`src/rtl/astro_pkg.sv`:
```
// astro_pkg: shared types and constants for the Astrocade ROM loader.
//   loader_state_t          : byte-serialiser FSM states
//   IDX_BIOS / IDX_CART     : ioctl_index values this loader accepts
//   MASK_2K / MASK_4K / MASK_8K : cartridge mirror masks (byte address)
package astro_pkg;

    typedef enum logic [1:0] {
        IDLE  = 2'd0,
        WR_LO = 2'd1,
        WR_HI = 2'd2
    } loader_state_t;

    localparam logic [7:0]  IDX_BIOS = 8'd0;
    localparam logic [7:0]  IDX_CART = 8'd1;

    localparam logic [15:0] MASK_2K  = 16'h07FF;
    localparam logic [15:0] MASK_4K  = 16'h0FFF;
    localparam logic [15:0] MASK_8K  = 16'h1FFF;

endpackage

```
`src/rtl/astro_size_mask.sv`:
```
// astro_size_mask: maps the loaded cartridge size onto a power-of-two
// mirror mask so small carts repeat across the whole cartridge window.
//   cart_size in  16      bytes loaded (highest byte + 1)
//   mask      out ADDR_W  AND-mask applied to the CPU cart address
// Purely combinational.
module astro_size_mask
    import astro_pkg::*;
#(
    parameter int ADDR_W = 13
)
(
    input  logic [15:0]       cart_size,
    output logic [ADDR_W-1:0] mask
);

    always_comb begin
        mask = '1;
        // An empty cart or anything above 4K sees the full window unmasked.
        if (cart_size == 16'd0)
            mask = '1;
        else if (cart_size <= 16'd2048)
            mask = ADDR_W'(MASK_2K);
        else if (cart_size <= 16'd4096)
            mask = ADDR_W'(MASK_4K);
    end

endmodule

```
`src/rtl/astro_rom_loader.sv`:
```
// astro_rom_loader: splits 16-bit HPS download words into two byte writes
// for the BIOS / cartridge block RAMs, tracks cartridge size, and mirrors
// the CPU cartridge address through a size-derived mask during play.
//   clk_sys, reset                 clock, async active-high reset
//   ioctl_download/index/wr/addr/dout  HPS download port (in)
//   ioctl_wait                     registered stall while a word is split
//   cpu_cart_addr, cpu_bios_addr   CPU-side RAM addresses (in)
//   cart_addr, bios_addr           RAM addresses (loader or CPU source)
//   mem_din, cart_we, bios_we      shared write byte and per-RAM enables
//   cart_size, cart_loaded         cart size (saturating) and load status
module astro_rom_loader
    import astro_pkg::*;
#(
    parameter int ADDR_W = 13
)
(
    input  logic              clk_sys,
    input  logic              reset,
    input  logic              ioctl_download,
    input  logic [7:0]        ioctl_index,
    input  logic              ioctl_wr,
    input  logic [24:0]       ioctl_addr,
    input  logic [15:0]       ioctl_dout,
    output logic              ioctl_wait,
    input  logic [ADDR_W-1:0] cpu_cart_addr,
    input  logic [ADDR_W-1:0] cpu_bios_addr,
    output logic [ADDR_W-1:0] cart_addr,
    output logic [ADDR_W-1:0] bios_addr,
    output logic [7:0]        mem_din,
    output logic              cart_we,
    output logic              bios_we,
    output logic [15:0]       cart_size,
    output logic              cart_loaded
);

    localparam logic [25:0] WIN = 26'd1 << ADDR_W;

    loader_state_t     state;
    logic [24:0]       lat_addr;
    logic [7:0]        lat_hi;
    logic              lat_cart;
    logic [ADDR_W-1:0] ld_addr;
    logic [ADDR_W-1:0] mask_q;
    logic [ADDR_W-1:0] mask_new;
    logic              dl_q;
    logic              dl_cart;
    logic              fin_pend;

    function automatic logic [15:0] sat16(input logic [25:0] v);
        return (v > 26'h00FFFF) ? 16'hFFFF : v[15:0];
    endfunction

    logic        is_cart_idx, idx_ok, start, rise, fall, fin_req, sel_ldr;
    logic [25:0] lo_end, hi_byte;
    logic [15:0] lo_sz, hi_sz, size_base;

    assign is_cart_idx = (ioctl_index == IDX_CART);
    assign idx_ok      = is_cart_idx | (ioctl_index == IDX_BIOS);
    assign start       = ioctl_download & ioctl_wr & idx_ok;
    assign rise        = ioctl_download & ~dl_q;
    assign fall        = ~ioctl_download & dl_q;
    // A finish that lands while a word is in flight is held until IDLE.
    assign fin_req     = (fall & dl_cart) | fin_pend;

    assign lo_end    = {1'b0, ioctl_addr} + 26'd1;
    assign hi_byte   = {1'b0, lat_addr} + 26'd1;
    assign lo_sz     = sat16(lo_end);
    assign hi_sz     = sat16(hi_byte + 26'd1);
    assign size_base = (rise & is_cart_idx) ? 16'd0 : cart_size;

    astro_size_mask #(.ADDR_W(ADDR_W)) u_size_mask (
        .cart_size (cart_size),
        .mask      (mask_new)
    );

    always_ff @(posedge clk_sys or posedge reset) begin
        if (reset) begin
            state       <= IDLE;
            ioctl_wait  <= 1'b0;
            cart_we     <= 1'b0;
            bios_we     <= 1'b0;
            mem_din     <= 8'd0;
            cart_size   <= 16'd0;
            cart_loaded <= 1'b0;
            mask_q      <= '1;
            lat_addr    <= '0;
            lat_hi      <= 8'd0;
            lat_cart    <= 1'b0;
            ld_addr     <= '0;
            dl_q        <= 1'b0;
            dl_cart     <= 1'b0;
            fin_pend    <= 1'b0;
        end else begin
            dl_q <= ioctl_download;

            if (fin_req) begin
                if (state == IDLE) begin
                    mask_q      <= mask_new;
                    cart_loaded <= (cart_size != 16'd0);
                    fin_pend    <= 1'b0;
                end else begin
                    fin_pend    <= 1'b1;
                end
            end

            // Placed after the finish block so a new cart download wins.
            if (rise) begin
                dl_cart <= is_cart_idx;
                if (is_cart_idx) begin
                    cart_size   <= 16'd0;
                    cart_loaded <= 1'b0;
                    mask_q      <= '1;
                    fin_pend    <= 1'b0;
                end
            end

            case (state)
                IDLE: begin
                    cart_we <= 1'b0;
                    bios_we <= 1'b0;
                    if (start) begin
                        lat_addr   <= ioctl_addr;
                        lat_hi     <= ioctl_dout[15:8];
                        lat_cart   <= is_cart_idx;
                        ld_addr    <= ioctl_addr[ADDR_W-1:0];
                        mem_din    <= ioctl_dout[7:0];
                        cart_we    <= ({1'b0, ioctl_addr} < WIN) &  is_cart_idx;
                        bios_we    <= ({1'b0, ioctl_addr} < WIN) & ~is_cart_idx;
                        ioctl_wait <= 1'b1;
                        state      <= WR_LO;
                        if (is_cart_idx && lo_sz > size_base)
                            cart_size <= lo_sz;
                    end
                end
                WR_LO: begin
                    ld_addr <= hi_byte[ADDR_W-1:0];
                    mem_din <= lat_hi;
                    cart_we <= (hi_byte < WIN) &  lat_cart;
                    bios_we <= (hi_byte < WIN) & ~lat_cart;
                    state   <= WR_HI;
                    if (lat_cart && hi_sz > cart_size)
                        cart_size <= hi_sz;
                end
                WR_HI: begin
                    cart_we    <= 1'b0;
                    bios_we    <= 1'b0;
                    ioctl_wait <= 1'b0;
                    state      <= IDLE;
                end
                default: begin
                    cart_we    <= 1'b0;
                    bios_we    <= 1'b0;
                    ioctl_wait <= 1'b0;
                    state      <= IDLE;
                end
            endcase
        end
    end

    // Loader owns the RAM address until the download ends, the FSM drains,
    // and any deferred mask update has been applied.
    assign sel_ldr   = ioctl_download | (state != IDLE) | fin_pend;
    assign cart_addr = sel_ldr ? ld_addr : (cpu_cart_addr & mask_q);
    assign bios_addr = sel_ldr ? ld_addr : cpu_bios_addr;

endmodule
```
`config.mk`:
```
export PLATFORM = sky130hd
export DESIGN_NAME = astro_rom_loader
export DESIGN_NICKNAME = d
export VERILOG_FILES = /design/src/rtl/astro_pkg.sv /design/src/rtl/astro_size_mask.sv /design/src/rtl/astro_rom_loader.sv
export SDC_FILE = /design/constraint.sdc
export NUM_CORES = 1
export LEC_CHECK = 0
export BUFFER_PORTS_ARGS = -buffer_cell sky130_fd_sc_hd__clkbuf_2
export CORE_AREA = 2 2 149 114
export CTS_BUF_LIST = sky130_fd_sc_hd__clkbuf_16
export DETAILED_ROUTE_END_ITERATION = 12
export DIE_AREA = 0 0 151 116
export GPL_ROUTABILITY_DRIVEN = 0
export GPL_TIMING_DRIVEN = 0
export HOLD_SLACK_MARGIN = 0.08
export MAX_ROUTING_LAYER = met4
export PLACE_DENSITY = 0.68
export SYNTH_ARGS = -nofsm -noshare
export SYNTH_HDL_FRONTEND = slang
export SYNTH_SLANG_ARGS = --single-unit
```
`constraint.sdc`:
```
create_clock -name clk_sys -period 6 [get_ports clk_sys]
set_input_delay 0.6 -clock clk_sys [delete_from_list [all_inputs] [get_ports clk_sys]]
set_output_delay 0.6 -clock clk_sys [all_outputs]
set_load 0.03 [all_outputs]
```
==> flow_summary.yaml <==
yosys:
  syn_area_sq_um: 7100
  synth_area_per_cell_sq_um: 7.66
  synthCells: 928
  synth.most_common_cell: "nand2_1"
  synth_cell_types: 66
  yosys_warnings: 0
  ys_seq_elements: 93
  async_reset_ff_frac: 1.00
  yosysTopAreaCell: "dfrtp_1"
  netlist_top_cells_count: "258 x nand2_1, 80 x dfrtp_1, 52 x nor2_1"
  yosysSeqAreaShare: 0.330
  synth-edff-count: 0
  synthFlopType: "dfrtp_1"
  synthTopCellsByArea: "dfrtp_1 28%, nand2_1 14%, ha_1 6.5%"
  syn-num-nets: 1044
  yosysTopAreaCellShare: 0.282
timing:
  fmax_ghz: 0.174
  tightest_slew_ns: 0.812
  worst_slack_ns: 0.254
  period_minus_slack_ns: 5.75
  finalClockSkew_ns: 0.0126
  setup_viol: 0
  slew_headroom: 0.454
  final_max_slew_viol_count: 0
  fin_crit_sh: 0.958
  hold_violations: 0
setup_path:
  path_class: "in2reg"
  cp.required_ns: 6.28
  cp-end-kind: "flop"
  start_kind: "input pin"
  path_cells: "clkbuf_2 -> or4_1 -> nand4bb_1 -> or3_1 -> clkbuf_1 -> clkbuf_1 -> buf_1 -> nand2_1 -> ha_1 -> nand4_1 -> nor3_1 -> a31oi_1 -> nand2_1 -> a31oi_1 -> and2_1 -> clkbuf_1 -> a32oi_1 -> and2_1 -> a31oi_1"
  crit_buf_inv: 5
  cpMaxStageDelayCell: "or3_1"
  arrival_ns: 6.03
  crit_fanout: 10
  cp_top_family: "simple AND/OR/NAND/NOR gates"
  cpPeakStageDelay_ns: 0.56
clock_network:
  insertion_delay_ns: 0.36
  clockBufferDepth: 2
  cts_buffers: 9
  clkTransAtPathRegs_ns: 0.08
  cts_hold_buf: 0
  cts.sinks: 93
  cts_root_buffer: "clkbuf_16"
  htree_levels: 3
  cts_tree: "built"
pwr:
  power_density_nw_per_um2: 201
  comb_power_share: 0.230
  p_clk_frac: 0.347
  p_int_uw: 1110
  peakVddDrop_v: 0.000132
  switching_share: 0.346
  switchingPower_uw: 590
  p_seq_frac: 0.423
  leakage_uw: 0.00388
global_routing:
  overflow: 0
  grt_pass1_wl_mm: 35.4
  grtUsageMet3: 0.0567
  grt_pass1_vias: 6530
  grt_use_met2: 0.370
  grt-busiest-layer: "met1"
  grt_use_total: 0.270
  antenna_found_initial: 0
  grt_max_degree: 62
  met1_usage: 0.406
finish:
  register_area_sq_um: 2340
  final_cell_area_sq_um: 8500
  fin_util: 0.534
  antenna_cells: 0
  fillers: 1571
  layout.nets: 1189
  multiInputGateArea_sq_um: 4550
  drive_above_1_share: 0.200
  syn_to_final_growth_pct: 19.6
die:
  num_rows: 40
  die_h_um: 116
  dieArea_sq_um: 17500
  ioPinCount: 133
  initial_core_util: 0.446
  coreArea_sq_um: 15900
  die-width_um: 151
detailed_routing:
  drtIter0Drc: 912
  drc: 0
  totalWireLength_mm: 22.8
  drtAntennaViolNets: 0
  routed_via_density: 5.73
  wl_per_cell_um: 17.7
  vias: 7379
  drt_first_pass_iters: 5
place:
  portBuffers: 131
  preCtsSetupSlack_ns: -0.248
  dp_hpwl_mm: 17.6
  postPlaceCellArea_sq_um: 8050
hold_path:
  hold_path.class: "in2async"
flow_run:
  cap_violations: 0
run_status:
  status: "complete, no violations"
==> cell families after synthesis <==
kind of cell | Yosys count | synth area share
XOR/XNOR | 53 | 0.0653
adder cells (fa/ha/maj) | 37 | 0.0652
AND/OR/NAND/NOR | 493 | 0.331
AO/OA/AOI/OAI | 170 | 0.159
buffers and inverters | 79 | 0.0449
multiplexers | 3 | 0.00440
flip-flops | 93 | 0.330
==> layout make-up <==
class                   instances  area share
plain buffers                  43      0.0230
clock buffers                   9      0.0265
clock inverters                 7     0.00869
inverters                      34      0.0153
multi-input cells             756       0.536
flip-flops and latches         93       0.276
well taps                     210      0.0309
repair buffers                136      0.0839
==> stage by stage <==
step / instances / hold slack [ns] / setup TNS, ns / power [uW]
after floorplan: 928 / 0.446 / 0 / 978
after global placement: 1269 / 0.457 / -1.84 / 1110
after detailed placement: 1270 / 0.465 / -1.97 / 1110
after CTS: 1286 / 0.265 / 0 / 1700
after global routing: 1288 / 0.284 / -0.00000311 / 1780
final: 1288 / 0.248 / 0 / 1700
==> worst paths after layout <==
check	startpoint	to	slack [ns]	depth (start not counted)
max	ioctl_index[5]	cart_size[15]	0.25	19
min	reset	lat_addr[4]	0.25	2
max reg2reg	lat_addr[10]	cart_size[15]	0.31	22
min reg2reg	ld_addr[10]	ld_addr[10]	0.48	2
max in group asynchronous	reset	mask_q[12]	5.03	3
min in group clk_sys	ioctl_dout[11]	lat_hi[3]	0.42	3
==> worst reg2reg max path, delay by kind of cell (launching register included) <==
family | cells | cell delay (ns)
AO/OA/AOI/OAI | 6 | 1.34
XOR/XNOR | 1 | 0.15
adder cells (fa/ha/maj) | 1 | 0.30
buffers and inverters | 4 | 0.89
flip-flops | 1 | 0.49
AND/OR/NAND/NOR | 10 | 2.43
==> placed cells by master, fill, tap and decap left out, types with 13 or more instances in the layout <==
cell      count
nand2_1     258
clkbuf_2    133
dfrtp_1      79
nor2_1       51
a21oi_1      36
o21ai_0      36
ha_1         36
nand3_1      35
inv_1        33
xor2_1       26
xnor2_1      26
clkbuf_1     25
nand4_1      24
a31oi_1      19
nor4_1       16
nor3_1       15
dfstp_2      13
==> routing by layer <==
metal,up-vias,wire length (um)
met5,-,0
met2,381,9420
met1,3425,10500
met3,26,2630
met4,0,254
li1,3547,-
==> power groups by stage <==
stage / clock (uW) / combinational [uW] / sequential [uW]
after CTS: 594 / 386 / 718
after global routing: 621 / 433 / 726
final: 591 / 392 / 721
after global placement: 0 / 377 / 729
after floorplan: 0 / 234 / 743
after detailed placement: 0 / 384 / 729
==> state kept, by name, indices dropped and copies added, names as in the netlist, 2 cells and up <==
| register | flops |
|---|---|
| ld_addr | 13 |
| state | 2 |
| lat_hi | 8 |
| mask_q | 13 |
| mem_din | 8 |
| lat_addr | 25 |
| cart_size | 16 |
==> repair_timing <==
item	in CTS	in global routing
setup endpoints to repair	10	16
buffers inserted	0	4
endpoints found under the hold margin	0	0
gates resized for setup	5	25
pin swaps	0	4
Note: power is estimated with default switching activity, not from simulation.
